## src/rtl/baopoco_quant_gain_apply.sv

```systemverilog
`default_nettype none
// ============================================================================
// Module   : baopoco_quant_gain_apply
// Purpose  : Applies the software quantiser gain to the complex FFT output
//            stream. Each sample is scaled, rounded half-up and saturated
//            symmetrically to a 4+4-bit complex word. The gain only changes
//            at spectrum boundaries, and the number of clipped samples in
//            each spectrum is reported back.
// Ports    : user_clk   - sole clock, rising edge
//            user_rst   - synchronous active-high reset
//            gain_reg   - gain register word, [GAIN_WIDTH-1:0] used
//            sync_in    - pulse one cycle before the first sample of a spectrum
//            valid_in   - din qualifier
//            din_re/im  - signed input components
//            sync_out   - sync_in delayed by the pipeline latency (4)
//            valid_out  - valid_in delayed by the pipeline latency (4)
//            dout       - {re, im}, each signed DOUT_WIDTH bits, re in MSBs
//            clip_count - clipped-sample count of the previous spectrum
// Revision : 1.0 - initial release
// ============================================================================
module baopoco_quant_gain_apply #(
  parameter int DIN_WIDTH  = 18,
  parameter int GAIN_WIDTH = 16,
  parameter int GAIN_FRAC  = 10,
  parameter int DOUT_WIDTH = 4,
  parameter int CNT_WIDTH  = 16
) (
  input  logic                         user_clk,
  input  logic                         user_rst,
  input  logic [31:0]                  gain_reg,
  input  logic                         sync_in,
  input  logic                         valid_in,
  input  logic signed [DIN_WIDTH-1:0]  din_re,
  input  logic signed [DIN_WIDTH-1:0]  din_im,
  output logic                         sync_out,
  output logic                         valid_out,
  output logic [2*DOUT_WIDTH-1:0]      dout,
  output logic [CNT_WIDTH-1:0]         clip_count
);

  // Product width and position of its binary point.
  localparam int c_PROD_W = DIN_WIDTH + GAIN_WIDTH;
  localparam int c_SUM_W  = c_PROD_W + 1;
  localparam int c_BP     = DIN_WIDTH - 1 + GAIN_FRAC;
  localparam int c_SHIFT  = c_BP - (DOUT_WIDTH - 1);

  localparam logic signed [c_SUM_W-1:0] c_RND  = c_SUM_W'(1) << (c_SHIFT - 1);
  localparam logic signed [c_SUM_W-1:0] c_QMAX = c_SUM_W'((1 << (DOUT_WIDTH - 1)) - 1);
  // Symmetric range: the most negative code is never produced.
  localparam logic signed [c_SUM_W-1:0] c_QMIN = -c_QMAX;

  // Only the low GAIN_WIDTH bits of the register word carry the gain.
  if (GAIN_WIDTH < 32) begin : g_gain_unused
    logic w_unused_gain;
    assign w_unused_gain = ^gain_reg[31:GAIN_WIDTH];
  end

  // Round half-up, arithmetic shift, symmetric saturate. Returns {clip, value}.
  function automatic logic [DOUT_WIDTH:0] f_quant(input logic signed [c_PROD_W-1:0] prod);
    logic signed [c_SUM_W-1:0] sum;
    logic signed [c_SUM_W-1:0] shifted;
    logic [DOUT_WIDTH:0]       res;
    // One extra bit of headroom so the rounding constant can never wrap.
    sum     = {prod[c_PROD_W-1], prod} + c_RND;
    shifted = sum >>> c_SHIFT;
    if (shifted > c_QMAX) begin
      res = {1'b1, c_QMAX[DOUT_WIDTH-1:0]};
    end else if (shifted < c_QMIN) begin
      res = {1'b1, c_QMIN[DOUT_WIDTH-1:0]};
    end else begin
      res = {1'b0, shifted[DOUT_WIDTH-1:0]};
    end
    return res;
  endfunction

  // Gain in force for the current spectrum.
  logic [GAIN_WIDTH-1:0]        gain_active_q;

  // S1: registered inputs plus the gain that applies to this sample.
  logic                         s1_sync_q, s1_valid_q;
  logic signed [DIN_WIDTH-1:0]  s1_re_q, s1_im_q;
  logic [GAIN_WIDTH-1:0]        s1_gain_q;

  // S2: full-precision products.
  logic                         s2_sync_q, s2_valid_q;
  logic signed [c_PROD_W-1:0]   s2_re_q, s2_im_q, s2_re_d, s2_im_d;

  // S3: quantised components and clip flag.
  logic                         s3_sync_q, s3_valid_q, s3_clip_q, s3_clip_d;
  logic [DOUT_WIDTH-1:0]        s3_re_q, s3_im_q, s3_re_d, s3_im_d;

  // Clip statistics.
  logic [CNT_WIDTH-1:0]         running_q, running_d, clip_count_d;
  logic [CNT_WIDTH-1:0]         w_run_next;

  logic signed [c_PROD_W-1:0]   w_re_ext, w_im_ext, w_gain_ext;
  logic [DOUT_WIDTH:0]          w_q_re, w_q_im;

  // Operands widened to the product width so the multiply is exact.
  assign w_re_ext   = {{(c_PROD_W-DIN_WIDTH){s1_re_q[DIN_WIDTH-1]}}, s1_re_q};
  assign w_im_ext   = {{(c_PROD_W-DIN_WIDTH){s1_im_q[DIN_WIDTH-1]}}, s1_im_q};
  assign w_gain_ext = {{(c_PROD_W-GAIN_WIDTH){1'b0}}, s1_gain_q};

  assign w_q_re = f_quant(s2_re_q);
  assign w_q_im = f_quant(s2_im_q);

  always_comb begin
    s2_re_d   = w_re_ext * w_gain_ext;
    s2_im_d   = w_im_ext * w_gain_ext;
    s3_re_d   = w_q_re[DOUT_WIDTH-1:0];
    s3_im_d   = w_q_im[DOUT_WIDTH-1:0];
    // Invalid slots never contribute to the statistics.
    s3_clip_d = s2_valid_q & (w_q_re[DOUT_WIDTH] | w_q_im[DOUT_WIDTH]);
  end

  // Saturating count, including the sample leaving S3 this cycle.
  always_comb begin
    w_run_next   = running_q;
    if (s3_clip_q && (running_q != {CNT_WIDTH{1'b1}})) begin
      w_run_next = running_q + CNT_WIDTH'(1);
    end
    running_d    = w_run_next;
    clip_count_d = clip_count;
    // Publish on the cycle sync_out rises and restart the running count.
    if (s3_sync_q) begin
      clip_count_d = w_run_next;
      running_d    = '0;
    end
  end

  always_ff @(posedge user_clk) begin
    if (user_rst) begin
      gain_active_q <= gain_reg[GAIN_WIDTH-1:0];
      s1_sync_q     <= 1'b0;
      s1_valid_q    <= 1'b0;
      s1_re_q       <= '0;
      s1_im_q       <= '0;
      s1_gain_q     <= '0;
      s2_sync_q     <= 1'b0;
      s2_valid_q    <= 1'b0;
      s2_re_q       <= '0;
      s2_im_q       <= '0;
      s3_sync_q     <= 1'b0;
      s3_valid_q    <= 1'b0;
      s3_clip_q     <= 1'b0;
      s3_re_q       <= '0;
      s3_im_q       <= '0;
      sync_out      <= 1'b0;
      valid_out     <= 1'b0;
      dout          <= '0;
      running_q     <= '0;
      clip_count    <= '0;
    end else begin
      // A sample arriving with sync_in still picks up the old gain, since
      // S1 samples gain_active_q before it is overwritten.
      if (sync_in) begin
        gain_active_q <= gain_reg[GAIN_WIDTH-1:0];
      end
      s1_sync_q  <= sync_in;
      s1_valid_q <= valid_in;
      s1_re_q    <= din_re;
      s1_im_q    <= din_im;
      s1_gain_q  <= gain_active_q;

      s2_sync_q  <= s1_sync_q;
      s2_valid_q <= s1_valid_q;
      s2_re_q    <= s2_re_d;
      s2_im_q    <= s2_im_d;

      s3_sync_q  <= s2_sync_q;
      s3_valid_q <= s2_valid_q;
      s3_clip_q  <= s3_clip_d;
      s3_re_q    <= s3_re_d;
      s3_im_q    <= s3_im_d;

      sync_out   <= s3_sync_q;
      valid_out  <= s3_valid_q;
      dout       <= {s3_re_q, s3_im_q};

      running_q  <= running_d;
      clip_count <= clip_count_d;
    end
  end

endmodule
`default_nettype wire

```

## config.mk

```make
export PLATFORM = sky130hd
export DESIGN_NAME = baopoco_quant_gain_apply
export DESIGN_NICKNAME = d
export VERILOG_FILES = /design/src/rtl/baopoco_quant_gain_apply.sv
export SDC_FILE = /design/constraint.sdc
export NUM_CORES = 2
export LEC_CHECK = 0
export CORE_UTILIZATION = 50
export CTS_CLUSTER_SIZE = 20
export DETAILED_ROUTE_END_ITERATION = 16
export PLACE_DENSITY = 0.67
export REMOVE_ABC_BUFFERS = 1
export SYNTH_ARGS = -nofsm -noshare
export SYNTH_HDL_FRONTEND = slang
export SYNTH_SLANG_ARGS = --single-unit
```

## constraint.sdc

```tcl
create_clock -name user_clk -period 11.1 [get_ports user_clk]
set_input_delay 1.11 -clock user_clk [delete_from_list [all_inputs] [get_ports user_clk]]
set_output_delay 1.11 -clock user_clk [all_outputs]
set_load 0.02 [all_outputs]
```

### Yosys cells after proc, flatten, opt, wreduce, memory -nomap -nowiden

Index checks and enable logic that the tools add are counted.

* bits in registers: 193
* bits in latches: 0
* bits in writable memories: 0
* ROM bits: 0
* input bits: 72
* output and inout bits: 26
* word-level logic and storage cells: 46
* memories: 0

* add/sub/neg operators: 3
* multiply operators: 2
* div/mod/pow operators: 0
* magnitude comparators: 4
* eq/ne operators: 1
* shift operators: 0
* multiplexer cells: 7
* bitwise operators: 2
* reductions and logical operators: 5

Operators with widths (count)
* adder 34 x 25 -> 35 bit (second input constant): 2
* multiplier 18 x 17 -> 34 bit: 2
* 2-to-1 mux 16 bit: 3
* greater-than comparator 11 x 4 -> 1 bit (second input constant): 2
* less-than comparator 11 x 4 -> 1 bit (second input constant): 2
* 2-to-1 mux 5 bit: 4
* adder 16 x 1 -> 16 bit (second input constant): 1
* inequality test 16 bit (second input constant): 1
* OR reduction 2 bit: 3
* nonzero test 2 bit: 1
* bitwise AND 1 bit: 1
* logical AND 1 bit: 1
* OR 1 bit: 1

### Logic depth before layout (Yosys ltp)

* depth in word-level cells: 6
* mapped depth: 24
* gate-level depth less buffers: 22

### Least setup slack after synthesis

No wires, ideal clock.

* kind: register -> register
* start: register s1_gain_q[2]
* end: register s2_im_q[33]
* library setup time: 0.134 ns
* arrival: 6.102 ns
* data required time: 10.966 ns
* path slack: 4.864 ns
* cell stages (with the launch flop): 21
* buffers on the path: 2
* clock period less this slack: 6.236 ns
* cell sequence: dfxtp_1 clkbuf_1 clkbuf_1 nand2_1 fa_1 inv_1 fa_1 fa_1 fa_1 fa_1 inv_1 fa_1 inv_1 ha_1 a21o_1 a21o_1 a21o_1 a21o_1 a221oi_2 nor4b_1 or4_1

* cells in the longest elaborated chain, start to end: 1

Ends and longest elaborated chain
* start: declaration: RTL line 82 `logic [GAIN_WIDTH-1:0] s1_gain_q;`
* start signal: assignment: RTL line 163 `s1_gain_q <= gain_active_q;`
* multiplier 18 x 17 -> 34 bit: RTL line 109 `s2_im_d = w_im_ext * w_gain_ext;`
* end signal: assignment: RTL line 168 `s2_im_q <= s2_im_d;`
* end: declaration: RTL line 86 `logic signed [c_PROD_W-1:0] s2_re_q, s2_im_q, s2_re_d, s2_im_d;`

No other way between the ends.
A chain may end at the register's enable or synchronous reset.

### Final worst setup path

* start: register s1_gain_q[2]
* end: register s2_im_q[28]

Same word-level chain as after synthesis.

==> impl_summary.log <==
INFO  metric yosysTopAreaCell = sky130_fd_sc_hd__fa_1
INFO  metric most-common-layout-cells = 730 x sky130_fd_sc_hd__inv_1, 572 x sky130_fd_sc_hd__fa_1, 386 x sky130_fd_sc_hd__nand2_1, 233 x sky130_fd_sc_hd__and2_1, 171 x sky130_fd_sc_hd__ha_1
INFO  metric dp_wirelength = 43300 um
INFO  metric headroom_to_the_max_slew_limit = 27.3%
INFO  metric min_path_cells = 1
INFO  metric crit_fanout = 36
INFO  metric timing.hold.worst.class = register to register
INFO  metric ratio_of_total_power_to_cell_area = 123 nW/um2
INFO  metric cts_buffers = 17
INFO  metric slowest_stage = sky130_fd_sc_hd__dfxtp_2
INFO  metric dpl_cell_area = around 27000 um2
INFO  metric post_cts_hold_buffer_count = 0
INFO  metric critical_path_buf_inv_count = 3
INFO  metric count_of_h_tree_levels_built_during_cts = 4
INFO  metric worst-endpoint-required = ~11 ns
INFO  metric grt_pass1_wl = just under 100000 um
INFO  metric timing.reg2reg.worst_path_depth = 18
INFO  metric core_region_area = approximately 51000 um2
INFO  metric finalWirelength = 57500 um
INFO  metric synthDistinctLibCells = 64
INFO  metric seqPwrFrac = a little over a fifth
INFO  metric chip_width = 230 um
INFO  metric seq_total_area_yosys = between 10% and 20%
INFO  metric fraction_of_final_layout_cells_with_drive_strength_greater_than_1 = 2.50%
INFO  metric post_synth_inst_count = 2844
INFO  metric postLayoutSetupSlackWorst = 3.92 ns
INFO  metric crit_cells = 18
INFO  metric fmaxAchievable = 0.139 GHz
INFO  metric length_of_routed_wiring_on_met1 = 24300 um
INFO  metric post_detailed_route_count_of_antenna_violating_nets = 0
INFO  metric final_nets = between 3000 and 4000
INFO  metric setup_fix_buffers_added_after_clock_tree_synthesis = 0
INFO  metric maxSlewViolCount = 0
INFO  metric clkSinkCount = 147
INFO  metric ioPinCount = 98
INFO  metric register_area = 3100 um2
INFO  metric grtUsageTotal = a little under a quarter
INFO  metric top_reg_cell_synth = sky130_fd_sc_hd__dfxtp_1
INFO  metric type_of_the_setup_path_with_the_least_slack = register to register
INFO  metric cp_endpoint_kind = register
INFO  metric power.share.switching = a little under half
INFO  metric syn_area = 25900 um2
INFO  metric ys_warn_count = 0
INFO  metric slowest_delay = approximately 1.1 ns
INFO  metric highest-signal-layer = met5
INFO  metric p_comb_share = 61.1%
INFO  metric synth_top_area_share = between 40% and 50%
INFO  metric worstSkewPairLatency = 0.49 ns
INFO  metric vias_in_the_first_global_route = 20000
INFO  metric final-setup-viol-count = 0
INFO  metric grt_overflow = 0
INFO  metric antenna_found_initial = 3
INFO  metric chip_height = 230 um
INFO  metric vdd.ir_drop.worst = 0.125 mV
INFO  metric critical_path_arrival = 7.55 ns
INFO  metric wire_per_inst = 16.3 um
INFO  metric critical-path-top-delay-family = adder cells
INFO  metric final_common_cell = sky130_fd_sc_hd__inv_1
INFO  metric regToRegStartpoint = s1_gain_q[2]$_SDFF_PP0_
INFO  metric worstSetupStartpointType = register
INFO  metric switching_power = 0.00161 W
INFO  metric critical_path.cell_chain = nand2_1 -> fa_1 -> fa_1 -> fa_1 -> inv_1 -> fa_1 -> fa_1 -> inv_1 -> fa_1 -> inv_1 -> ha_1 -> nand3_1 -> nor2_1 -> a2111oi_0 -> o31ai_1 -> or2_1 -> a311oi_1 -> mux2_2
INFO  metric portBuffers = 81
INFO  metric r2r_setup_slack = between 3 and 4 ns
INFO  metric crit_path_start = s1_gain_q[2]$_SDFF_PP0_
INFO  metric power.static_leakage = 13.9 nW
INFO  metric synth_enable_flop_cells = 16
INFO  metric r2r-end = s2_im_q[28]$_SDFF_PP0_
INFO  metric num_rows = 83
INFO  metric critPathCapture = s2_im_q[28]$_SDFF_PP0_
INFO  metric multi_input_comb_area = between 15000 and 20000 um2
INFO  metric run_status = finished, final reports clean
INFO  metric drc = 0
INFO  metric period_minus_slack = 7.18 ns
INFO  metric cts.root.buffer_cell = sky130_fd_sc_hd__clkbuf_16
INFO  metric drt_first_pass_iters = 6
INFO  metric hold_sp = s3_im_q[0]$_SDFF_PP0_
INFO  metric placement.setup.worst_slack = 4.00 ns
INFO  metric floorplan.initialDensity = approximately 51%
INFO  metric critical-path-top-cell-by-count = sky130_fd_sc_hd__fa_1
INFO  metric clock_power_share = between 15 and 20%
INFO  metric synthTopCellsByArea = sky130_fd_sc_hd__fa_1 44%, sky130_fd_sc_hd__inv_1 11%, sky130_fd_sc_hd__dfxtp_1 10%
INFO  metric max_slew.worst_pin.slew = 1.09 ns
INFO  metric power_report.internal_total = 0.00182 W
INFO  metric max_cap_violation_count = 0
INFO  metric vias_per_cell = 5.22
INFO  metric post_cts.resized_instances = 0
INFO  metric ys_ff_latch = 147
INFO  metric routed-via-count = 18400
INFO  metric finalClockSkew = 0.0176 ns
INFO  metric layout_worst_path_cycle_share = 64.7%
INFO  metric tritoncts_clock_tree = yes
INFO  metric rsz0062_at_grt = no
INFO  metric synth_async_sr_flop_share = 0%
INFO  metric avgSynthCellArea = 9.11 um2
INFO  metric clock_path_buffers = 2
INFO  metric layout_stage_area_growth_over_the_synthesis_result = 7.37%
INFO  metric grt_start_max_net_pins = 76
INFO  metric routabilityCongestion = 0.842
INFO  metric finalInstanceArea = 27800 um2
INFO  metric dr.first_iter.drc_count = 1000
INFO  metric final_hold_viol_count = 0
INFO  metric detailed_routed_wire_length_on_met3 = approximately 3200 um
INFO  metric finalSetupTns = 0 ns
INFO  metric total_power_consumption_of_the_routed_design = 0.00343 W
INFO  metric clk_transition_reported_paths = ~0.08 ns
INFO  metric filler_cell_count = 4665
INFO  metric die_area = ~53000 um2
INFO  metric route.met2.wl = 28600 um
-- flip-flops by register name (all words and copies together) (netlist names) --
register       flops
s1_valid_q         1
s2_im_q           11
s2_valid_q         1
s3_im_q            4
sync_out           1
s3_clip_q          1
s1_re_q           18
running_q         16
s1_sync_q          1
dout               8
s3_valid_q         1
gain_active_q     16
s2_sync_q          1
s1_im_q           18
clip_count        16
s3_re_q            4
s2_re_q           11
s3_sync_q          1
s1_gain_q         16
valid_out          1
-- layer usage --
| layer | track usage, % | vias up |
|---|---|---|
| met5 | 0 | - |
| met4 | 8.04 | 4 |
| met3 | 3.59 | 107 |
| met2 | 40.6 | 505 |
| met1 | 30.6 | 9508 |
| li1 | - | 8274 |
-- synthesized netlist by cell type, types with 7 or more instances --
master	n
sky130_fd_sc_hd__fa_1	572
sky130_fd_sc_hd__and3_1	16
sky130_fd_sc_hd__nor3_1	12
sky130_fd_sc_hd__a31oi_1	9
sky130_fd_sc_hd__xnor2_1	33
sky130_fd_sc_hd__dfxtp_1	131
sky130_fd_sc_hd__clkbuf_1	126
sky130_fd_sc_hd__mux2_2	8
sky130_fd_sc_hd__ha_1	171
sky130_fd_sc_hd__edfxtp_1	16
sky130_fd_sc_hd__nand2_1	386
sky130_fd_sc_hd__a211oi_1	19
sky130_fd_sc_hd__a21o_1	19
sky130_fd_sc_hd__o31ai_1	7
sky130_fd_sc_hd__nor2b_1	75
sky130_fd_sc_hd__xor2_1	21
sky130_fd_sc_hd__o21ai_0	24
sky130_fd_sc_hd__a21oi_1	38
sky130_fd_sc_hd__nand3_1	24
sky130_fd_sc_hd__o21a_1	7
sky130_fd_sc_hd__nor2_1	77
sky130_fd_sc_hd__inv_1	730
sky130_fd_sc_hd__nand4_1	12
sky130_fd_sc_hd__and2_1	233
-- how the worst min path moves through the flow --
| stage | endpoint | slack [ns] |
|---|---|---|
| 4_1_cts | dout[3]$_SDFF_PP0_ | 0.43 |
| 3_5_place_dp | s2_sync_q$_SDFF_PP0_ | 0.42 |
| 2_1_floorplan | dout[0]$_SDFF_PP0_ | 0.41 |
| 5_1_grt | dout[0]$_SDFF_PP0_ | 0.44 |
| 6_report | dout[0]$_SDFF_PP0_ | 0.43 |
| 3_3_place_gp | dout[3]$_SDFF_PP0_ | 0.42 |
-- layout make-up --
type / instances / area share [%]
antenna: 1 / 0.00899
clock buffer: 17 / 1.53
clock inverter: 15 / 0.657
inverter: 730 / 9.85
multi-input combinational: 1839 / 70.4
sequential: 147 / 11.2
tap: 680 / 3.06
timing repair buffer: 97 / 3.34
-- power by group through the flow --
stage               clock (W)  combinational (W)  sequential [W]
detailed placement          0            0.00210        0.000724
global route         0.000649            0.00242        0.000725
finish               0.000617            0.00210        0.000716
floorplan                   0            0.00157        0.000714
global placement            0            0.00204        0.000720
CTS                  0.000636            0.00212        0.000712
-- logic make-up (layout without fill, tap and decap cells) --
kind of cell,Yosys count,count (layout),synth area share (%)
DFF,147,147,12.0
buffers and inverters,858,859,12.4
AOI/OAI and AO/OA,165,165,4.43
and+or+nand+nor,864,864,16.3
xor gates and xnor gates,54,54,1.83
muxes,13,13,0.546
other,0,1,0
adders and majority gates,743,743,52.5
-- metrics by stage --
step,utilization [%],instances,hold WS [ns]
5_1_grt,54.2,3525,0.444
4_1_cts,54.2,3525,0.432
6_report,54.2,3526,0.428
3_5_place_dp,53.0,3493,0.423
3_3_place_gp,53.0,3493,0.419
2_1_floorplan,-,2716,0.414
Note: power is estimated with default switching activity, not from simulation.
